File: src/rtl/mem_arbiter.sv
// mem_arbiter
// Shares one single-port program/data memory between the instruction-fetch
// port and the load/store data port. One transaction is in flight at a time.
// The fixed-latency read response is steered back to the port that issued it.
// Data accesses win contention, but after MAX_DATA_STREAK back-to-back data
// grants with a fetch waiting, the fetch is let through so it keeps moving.

module mem_arbiter #(
    parameter int ADDR_W          = 32,
    parameter int DATA_W          = 32,
    parameter int MEM_LATENCY     = 1,
    parameter int MAX_DATA_STREAK = 4
) (
    input  logic                  clk,
    input  logic                  rst_n,

    // instruction-fetch port
    input  logic                  if_req,
    input  logic [ADDR_W-1:0]     if_addr,
    output logic                  if_gnt,
    output logic                  if_rvalid,
    output logic [DATA_W-1:0]     if_rdata,

    // load/store data port
    input  logic                  d_req,
    input  logic                  d_we,
    input  logic [ADDR_W-1:0]     d_addr,
    input  logic [DATA_W-1:0]     d_wdata,
    input  logic [DATA_W/8-1:0]   d_be,
    output logic                  d_gnt,
    output logic                  d_rvalid,
    output logic [DATA_W-1:0]     d_rdata,

    // memory port
    output logic                  mem_req,
    output logic                  mem_we,
    output logic [ADDR_W-1:0]     mem_addr,
    output logic [DATA_W-1:0]     mem_wdata,
    output logic [DATA_W/8-1:0]   mem_be,
    input  logic [DATA_W-1:0]     mem_rdata,

    output logic                  busy
);

    localparam int BE_W     = DATA_W / 8;
    localparam int LAT_W    = $clog2(MEM_LATENCY + 1);
    localparam int STREAK_W = $clog2(MAX_DATA_STREAK + 1);

    localparam logic [LAT_W-1:0]    LAT_INIT   = LAT_W'(MEM_LATENCY);
    localparam logic [LAT_W-1:0]    LAT_ONE    = LAT_W'(1);
    localparam logic [STREAK_W-1:0] STREAK_MAX = STREAK_W'(MAX_DATA_STREAK);
    localparam logic [STREAK_W-1:0] STREAK_ONE = STREAK_W'(1);

    typedef enum logic {
        ST_IDLE = 1'b0,
        ST_WAIT = 1'b1
    } state_t;

    typedef enum logic {
        OWN_FETCH = 1'b0,
        OWN_DATA  = 1'b1
    } owner_t;

    state_t                state_reg,   state_next;
    owner_t                owner_reg,   owner_next;
    logic                  store_reg,   store_next;
    logic [LAT_W-1:0]      lat_cnt_reg, lat_cnt_next;
    logic [STREAK_W-1:0]   streak_reg,  streak_next;

    logic                  arb_open;
    logic                  pick_data;
    logic                  pick_fetch;
    logic                  resp_fire;

    // Grants and responses are suppressed while reset is asserted so that the
    // outputs are quiet during reset even though reset is synchronous.
    assign arb_open  = rst_n && (state_reg == ST_IDLE);
    assign resp_fire = rst_n && (state_reg == ST_WAIT) && (lat_cnt_reg == LAT_ONE);

    // Combinational arbitration: data first unless the fetch streak guard trips.
    always_comb begin
        pick_data  = 1'b0;
        pick_fetch = 1'b0;
        if (arb_open) begin
            if (d_req && !(if_req && (streak_reg == STREAK_MAX))) begin
                pick_data = 1'b1;
            end else if (if_req) begin
                pick_fetch = 1'b1;
            end
        end
    end

    // Next-state logic: transaction tracking, latency countdown and streak count.
    always_comb begin
        state_next   = state_reg;
        owner_next   = owner_reg;
        store_next   = store_reg;
        lat_cnt_next = lat_cnt_reg;
        streak_next  = streak_reg;

        case (state_reg)
            ST_IDLE: begin
                if (pick_data) begin
                    state_next   = ST_WAIT;
                    owner_next   = OWN_DATA;
                    store_next   = d_we;
                    lat_cnt_next = LAT_INIT;
                    // Only a waiting fetch makes a data grant count toward the streak.
                    if (!if_req) begin
                        streak_next = '0;
                    end else if (streak_reg != STREAK_MAX) begin
                        streak_next = streak_reg + STREAK_ONE;
                    end
                end else if (pick_fetch) begin
                    state_next   = ST_WAIT;
                    owner_next   = OWN_FETCH;
                    store_next   = 1'b0;
                    lat_cnt_next = LAT_INIT;
                    streak_next  = '0;
                end
            end

            ST_WAIT: begin
                lat_cnt_next = lat_cnt_reg - LAT_ONE;
                // The response cycle also closes the transaction; a zero count
                // cannot occur here but is treated the same way for safety.
                if (lat_cnt_reg <= LAT_ONE) begin
                    state_next   = ST_IDLE;
                    lat_cnt_next = '0;
                end
            end

            default: begin
                state_next   = ST_IDLE;
                lat_cnt_next = '0;
            end
        endcase
    end

    // State register with synchronous active-low reset.
    always_ff @(posedge clk) begin
        if (!rst_n) begin
            state_reg   <= ST_IDLE;
            owner_reg   <= OWN_FETCH;
            store_reg   <= 1'b0;
            lat_cnt_reg <= '0;
            streak_reg  <= '0;
        end else begin
            state_reg   <= state_next;
            owner_reg   <= owner_next;
            store_reg   <= store_next;
            lat_cnt_reg <= lat_cnt_next;
            streak_reg  <= streak_next;
        end
    end

    // Request side: grants and the memory strobe, driven from the winner only.
    always_comb begin
        if_gnt    = pick_fetch;
        d_gnt     = pick_data;
        mem_req   = 1'b0;
        mem_we    = 1'b0;
        mem_addr  = '0;
        mem_wdata = '0;
        mem_be    = '0;

        if (pick_data) begin
            mem_req   = 1'b1;
            mem_we    = d_we;
            mem_addr  = d_addr;
            mem_wdata = d_wdata;
            mem_be    = d_be;
        end else if (pick_fetch) begin
            mem_req   = 1'b1;
            mem_addr  = if_addr;
            mem_be    = {BE_W{1'b1}};
        end
    end

    // Response side: route the single rvalid pulse and its data to the owner.
    always_comb begin
        if_rvalid = 1'b0;
        if_rdata  = '0;
        d_rvalid  = 1'b0;
        d_rdata   = '0;

        if (resp_fire) begin
            if (owner_reg == OWN_FETCH) begin
                if_rvalid = 1'b1;
                if_rdata  = mem_rdata;
            end else begin
                d_rvalid = 1'b1;
                // Stores get a bare acknowledge with zero data.
                d_rdata  = store_reg ? '0 : mem_rdata;
            end
        end
    end

    assign busy = rst_n && (state_reg == ST_WAIT);

endmodule

File: config.mk
export PLATFORM = sky130hd
export DESIGN_NAME = mem_arbiter
export DESIGN_NICKNAME = d
export VERILOG_FILES = /design/src/rtl/mem_arbiter.sv
export SDC_FILE = /design/constraint.sdc
export NUM_CORES = 1
export LEC_CHECK = 0
export ABC_AREA = 1
export BUFFER_PORTS_ARGS = -buffer_cell sky130_fd_sc_hd__buf_2
export CAP_MARGIN = 20
export CELL_PAD_IN_SITES_DETAIL_PLACEMENT = 0
export CELL_PAD_IN_SITES_GLOBAL_PLACEMENT = 1
export CORE_MARGIN = 2
export CORE_UTILIZATION = 14
export CTS_CLUSTER_SIZE = 28
export DETAILED_ROUTE_END_ITERATION = 7
export PLACE_DENSITY_LB_ADDON = 0.1
export RECOVER_POWER = 100
export SLEW_MARGIN = 20
export SYNTH_ARGS = -nofsm -noshare
export SYNTH_HDL_FRONTEND = slang
export SYNTH_SLANG_ARGS = --single-unit
File: constraint.sdc
create_clock -name clk -period 2.95 [get_ports clk]
set_input_delay 0.7375 -clock clk [delete_from_list [all_inputs] [get_ports clk]]
set_output_delay 0.7375 -clock clk [all_outputs]
set_load 0.01 [all_outputs]
== Word level (Yosys, flattened, before mapping) ==
Index checks and enable logic that the tools add are counted.

* Output and inout port bits: 139
* Word-level logic and storage cells: 57
* Input bits: 137
* Register bits: 7

* Magnitude comparators: 1
* Bitwise gates (word level): 1
* Multiplexer cells: 35
* Add/subtract/negate cells: 2
* Equal/unequal tests: 4
* Reduce and logical (&&, ||, !) cells: 9

{| class="wikitable"
|+ Operators by type and width
! kind !! count
|-
| $mux 32 || 8
|-
| $mux 1 || 19
|-
| $mux 3 || 4
|-
| $mux 4 || 2
|-
| $ne 3x3->1 const B || 2
|-
| $logic_and 1x1->1 || 5
|-
| $pmux 1 s2 || 2
|-
| $add 3x1->3 const B || 1
|-
| $eq 3x3->1 const B || 1
|-
| $ne 3x2->1 const B || 1
|-
| $reduce_and 3->1 || 1
|-
| $reduce_and 2->1 || 1
|-
| $reduce_bool 2->1 || 1
|-
| $le 1x1->1 const B || 1
|-
| $logic_not 1->1 || 1
|-
| $not 1->1 || 1
|-
| $sub 1x1->1 const B || 1
|}

== Logic depth before layout (Yosys ltp) ==
* Depth after elaboration: 9
* Gate-level depth with buffers: 9
* Depth with buffers taken out: 8

== Worst setup path after synthesis ==
OpenSTA, ideal clock, no wires.

* Kind: input -> output
* From: in rst_n
* To: out d_rdata[1]
* Cell stages on the path: 7
* Data required time: 2.213 ns
* Path buffers: 1
* Arrival time: 1.486 ns
* Slack: 0.726 ns
* Cell sequence: nand2_1 > inv_2 > nand2_2 > nor2_4 > nand2_4 > buf_6 > nor2_1

* Longest elaborated chain between the ends: 3

{| class="wikitable"
|+ RTL lines
! what !! line !! text
|-
| from (decl) || 15 || <nowiki>input logic rst_n,</nowiki>
|-
| $logic_and 1x1->1 || - ||
|-
| named net busy || 42 || <nowiki>output logic busy</nowiki>
|-
| $logic_and 1x1->1 || 78 || <nowiki>assign resp_fire = rst_n && (state_reg == ST_WAIT) && (lat_cnt_reg == LAT_ONE);</nowiki>
|-
| $mux 32 || 187 || <nowiki>if (resp_fire) begin</nowiki>
|-
| to (decl) || 32 || <nowiki>output logic [DATA_W-1:0] d_rdata,</nowiki>
|}

The timed path passes the listed nets, and every way through them passes these cells.

== Worst setup path in the final report ==
* From: in rst_n
* To: out mem_we

* Longest elaborated chain between the ends: 3

{| class="wikitable"
|+ RTL lines
! what !! line !! text
|-
| $logic_and 1x1->1 || 77 || <nowiki>assign arb_open = rst_n && (state_reg == ST_IDLE);</nowiki>
|-
| $mux 1 || 84 || <nowiki>if (arb_open) begin</nowiki>
|-
| $mux 1 || 167 || <nowiki>if (pick_data) begin</nowiki>
|-
| to (decl) || 36 || <nowiki>output logic mem_we,</nowiki>
|}

Every way passes these cells.

==> metrics.md <==
| Metric | Value |
|---|---|
| Outcome | `finished clean` |
| CP most frequent cell | `nand2_1` |
| RSZ-0062 raised after global routing | `no` |
| Worst r2r path cells | `8` |
| Worst-skew pair later-pin latency | `about 0.22 ns` |
| Reg-to-Reg End | `store_reg$_SDFFE_PN0P_` |
| Max FFs per register | `3` |
| Num CTS Buffers | `3` |
| Yosys warning total | `0` |
| Hold buffers post-CTS | `0` |
| Worst setup SP type | `primary input` |
| Clk pwr share | `0.256` |
| Hold Path Sink | `store_reg$_SDFFE_PN0P_` |
| Hold Path Origin | `store_reg$_SDFFE_PN0P_` |
| Combinational group share of total power | `0.542` |
| Core Rows | `37` |
| Largest net degree at the start of global routing | `39` |
| WP data arrival | `1.95 ns` |
| Mapped Avg Cell Area | `4.51 um^2` |
| IO buf count | `275` |
| Die height | `107 um` |
| # setup viols final | `0` |
| Initial drt markers | `125` |
| Setup slack after layout | `0.267 ns` |
| Layout net count | `between 700 and 800` |
| Switching Fraction | `0.386` |
| Syn_nets | `471` |
| Sum Neg Setup Slack | `0 ns` |
| R2R setup slack | `1.26 ns` |
| Worst slew margin | `0.754` |
| First-pass iteration count of the detailed router | `4` |
| Grt ovf | `0` |
| Fmax | `approximately 370 MHz` |
| Core ar. | `10400 um^2` |
| CTS root buffer | `clkbuf_8` |
| Register area share after synthesis | `0.0935` |
| Worst Skew | `~0.0027 ns` |
| Die area | `11600 um^2` |
| Vias in the first global route | `approximately 2300` |
| Int Power | `0.000317 W` |
| GPL Wtd Cong | `~0.72` |
| Diode count | `0` |
| Vias per cell | `around 3.6` |
| Resized Gates After CTS | `0` |
| Worst min-delay path category | `register to register` |
| Pins Over Slew Limit | `0` |
| Post-route ant nets | `0` |
| Fraction of layout cells with a size suffix above 1 | `0.295` |
| Part of the power in registers | `0.202` |
| Pwr Density | `179 nW/um^2` |
| Worst Tran Pin Value | `0.369 ns` |
| DP HPWL | `6350 um` |
| Max-cap violation count | `0` |
| Most common cell after layout, fill and taps aside | `buf_2` |
| CTS Buffer Depth | `2` |
| DRC Markers | `0` |
| DR vias | `2684` |
| Synthesized area | `1500 um^2` |
| Post-synthesis register bit count | `7` |
| Slowest stage delay, CP | `0.36 ns` |
| Sink Count | `7` |
| Clk slew on worst S/H paths | `~0.040 ns` |
| All-Layer GR Usage | `0.111` |
| Worst Hold Depth | `2` |
| Post-CTS setup buffers | `0` |
| Initial Util | `0.145` |
| Slowest-stage cell, CP | `buf_4` |
| Post-DR wirelength/cell | `10.1 um` |
| FF-to-FF Start | `streak_reg[0]$_SDFFE_PN0P_` |
| Final Cycle Share | `0.909` |
| Initial antenna violation count | `0` |
| Sw Pwr | `roughly 0.00020 W` |
| Leak | `about 1.9 nW` |
| Synth unique cells | `19` |
| Final Hold Viols | `0` |
| VDD IR-drop max | `between 0.1 and 0.15 mV` |
| Crit end category | `output port` |
| Area Growth Syn to Fin | `92.6%` |
| Fin crit period | `2.68 ns` |
| First-pass GRT wire length | `~10000 um` |
| Htree depth | `1` |
| Ports | `276` |
| Critical path class | `primary input to output port` |
| Total wire length | `7420 um` |
| Die X-Extent | `107 um` |
| Mapped Cells | `332` |
| Worst-path fanout max | `38` |
| Req. time, crit path | `approximately 2.2 ns` |
| CP Cell Sequence | `clkbuf_1, nand2_1, nor2_1, buf_4, nand2_1, inv_1, buf_2` |
| Post-Place Worst Slack | `0.313 ns` |
| Most frequent cells in the layout | `161 x buf_2, 116 x clkbuf_1, 115 x nand2_1` |
| CTS tree | `done` |
==> worst max-delay path: cells and delay by family <==
family        cells  cell delay [ns]
buf+inv           4             0.78
simple gates      3             0.41
==> cell usage after synthesis <==
master	instances	area, um^2
nand2_2	1	6.26
buf_6	4	45.0
ha_1	2	25.0
xor2_1	1	8.76
o21ai_0	1	5.00
nand2_1	115	432
nor2_1	93	349
inv_1	75	282
buf_2	7	35.0
nor2_4	2	22.5
dfxtp_1	7	140
nor2_2	7	43.8
o31ai_1	1	7.51
buf_4	5	37.5
a21oi_1	3	15.0
nand3_1	3	15.0
o211ai_1	1	7.51
nand2_4	1	11.3
inv_2	3	11.3
==> how the worst max path moves through the flow <==
stage            from            end  cells after the start  slack (ns)
3_5_place_dp   if_req         mem_we                      8        0.31
5_1_grt         rst_n  mem_wdata[15]                      7        0.09
6_report        rst_n         mem_we                      7        0.27
2_1_floorplan   rst_n     d_rdata[1]                      7        0.73
4_1_cts        if_req         mem_we                      8        0.31
3_3_place_gp   if_req         mem_we                      8        0.32
==> through the flow <==
step                area (um^2)  total power [W]   util  hold WS [ns]  instances
floorplan                  1500         0.000240      -         0.441        332
global placement           3010         0.000409  0.291         0.458        733
detailed placement         3010         0.000407  0.291         0.456        733
CTS                        3060         0.000544  0.295         0.463        737
global route               2890         0.000564  0.278         0.494        737
finish                     2890         0.000516  0.278         0.464        737
==> final cells by class <==
type / count / area (um^2)
clock buffers: 4 / 45.0
fillers: 1267 / 7480
inverters: 78 / 293
multi-input cells: 231 / 938
flip-flops and latches: 7 / 140
well taps: 136 / 170
repair buffers: 281 / 1300
==> power groups by stage <==
stage | Clock (W) | Combinational [W] | Sequential (W)
floorplan | 0 | 0.000135 | 0.000105
global placement | 0 | 0.000303 | 0.000106
detailed placement | 0 | 0.000301 | 0.000106
CTS | 0.000137 | 0.000303 | 0.000104
global route | 0.000143 | 0.000316 | 0.000105
finish | 0.000132 | 0.000280 | 0.000104
==> cells by family (layout without fill, tap and decap cells) <==
kind of cell,count (synthesis),count (layout),synth area share
AND/OR/NAND/NOR,222,222,0.587
AO/OA/AOI/OAI,6,6,0.0234
buffers and inverters,94,363,0.274
XOR/XNOR,1,1,0.00584
adder cells (fa/ha/maj),2,2,0.0167
flip-flops,7,7,0.0935
==> metal layers <==
layer / global-route usage / wire, um
met5: 0 / 0
met4: 0.0110 / 19
met3: 0.0272 / 784
met2: 0.252 / 4220
met1: 0.0953 / 2390
No activity file was read; power rests on OpenSTA's default activity.
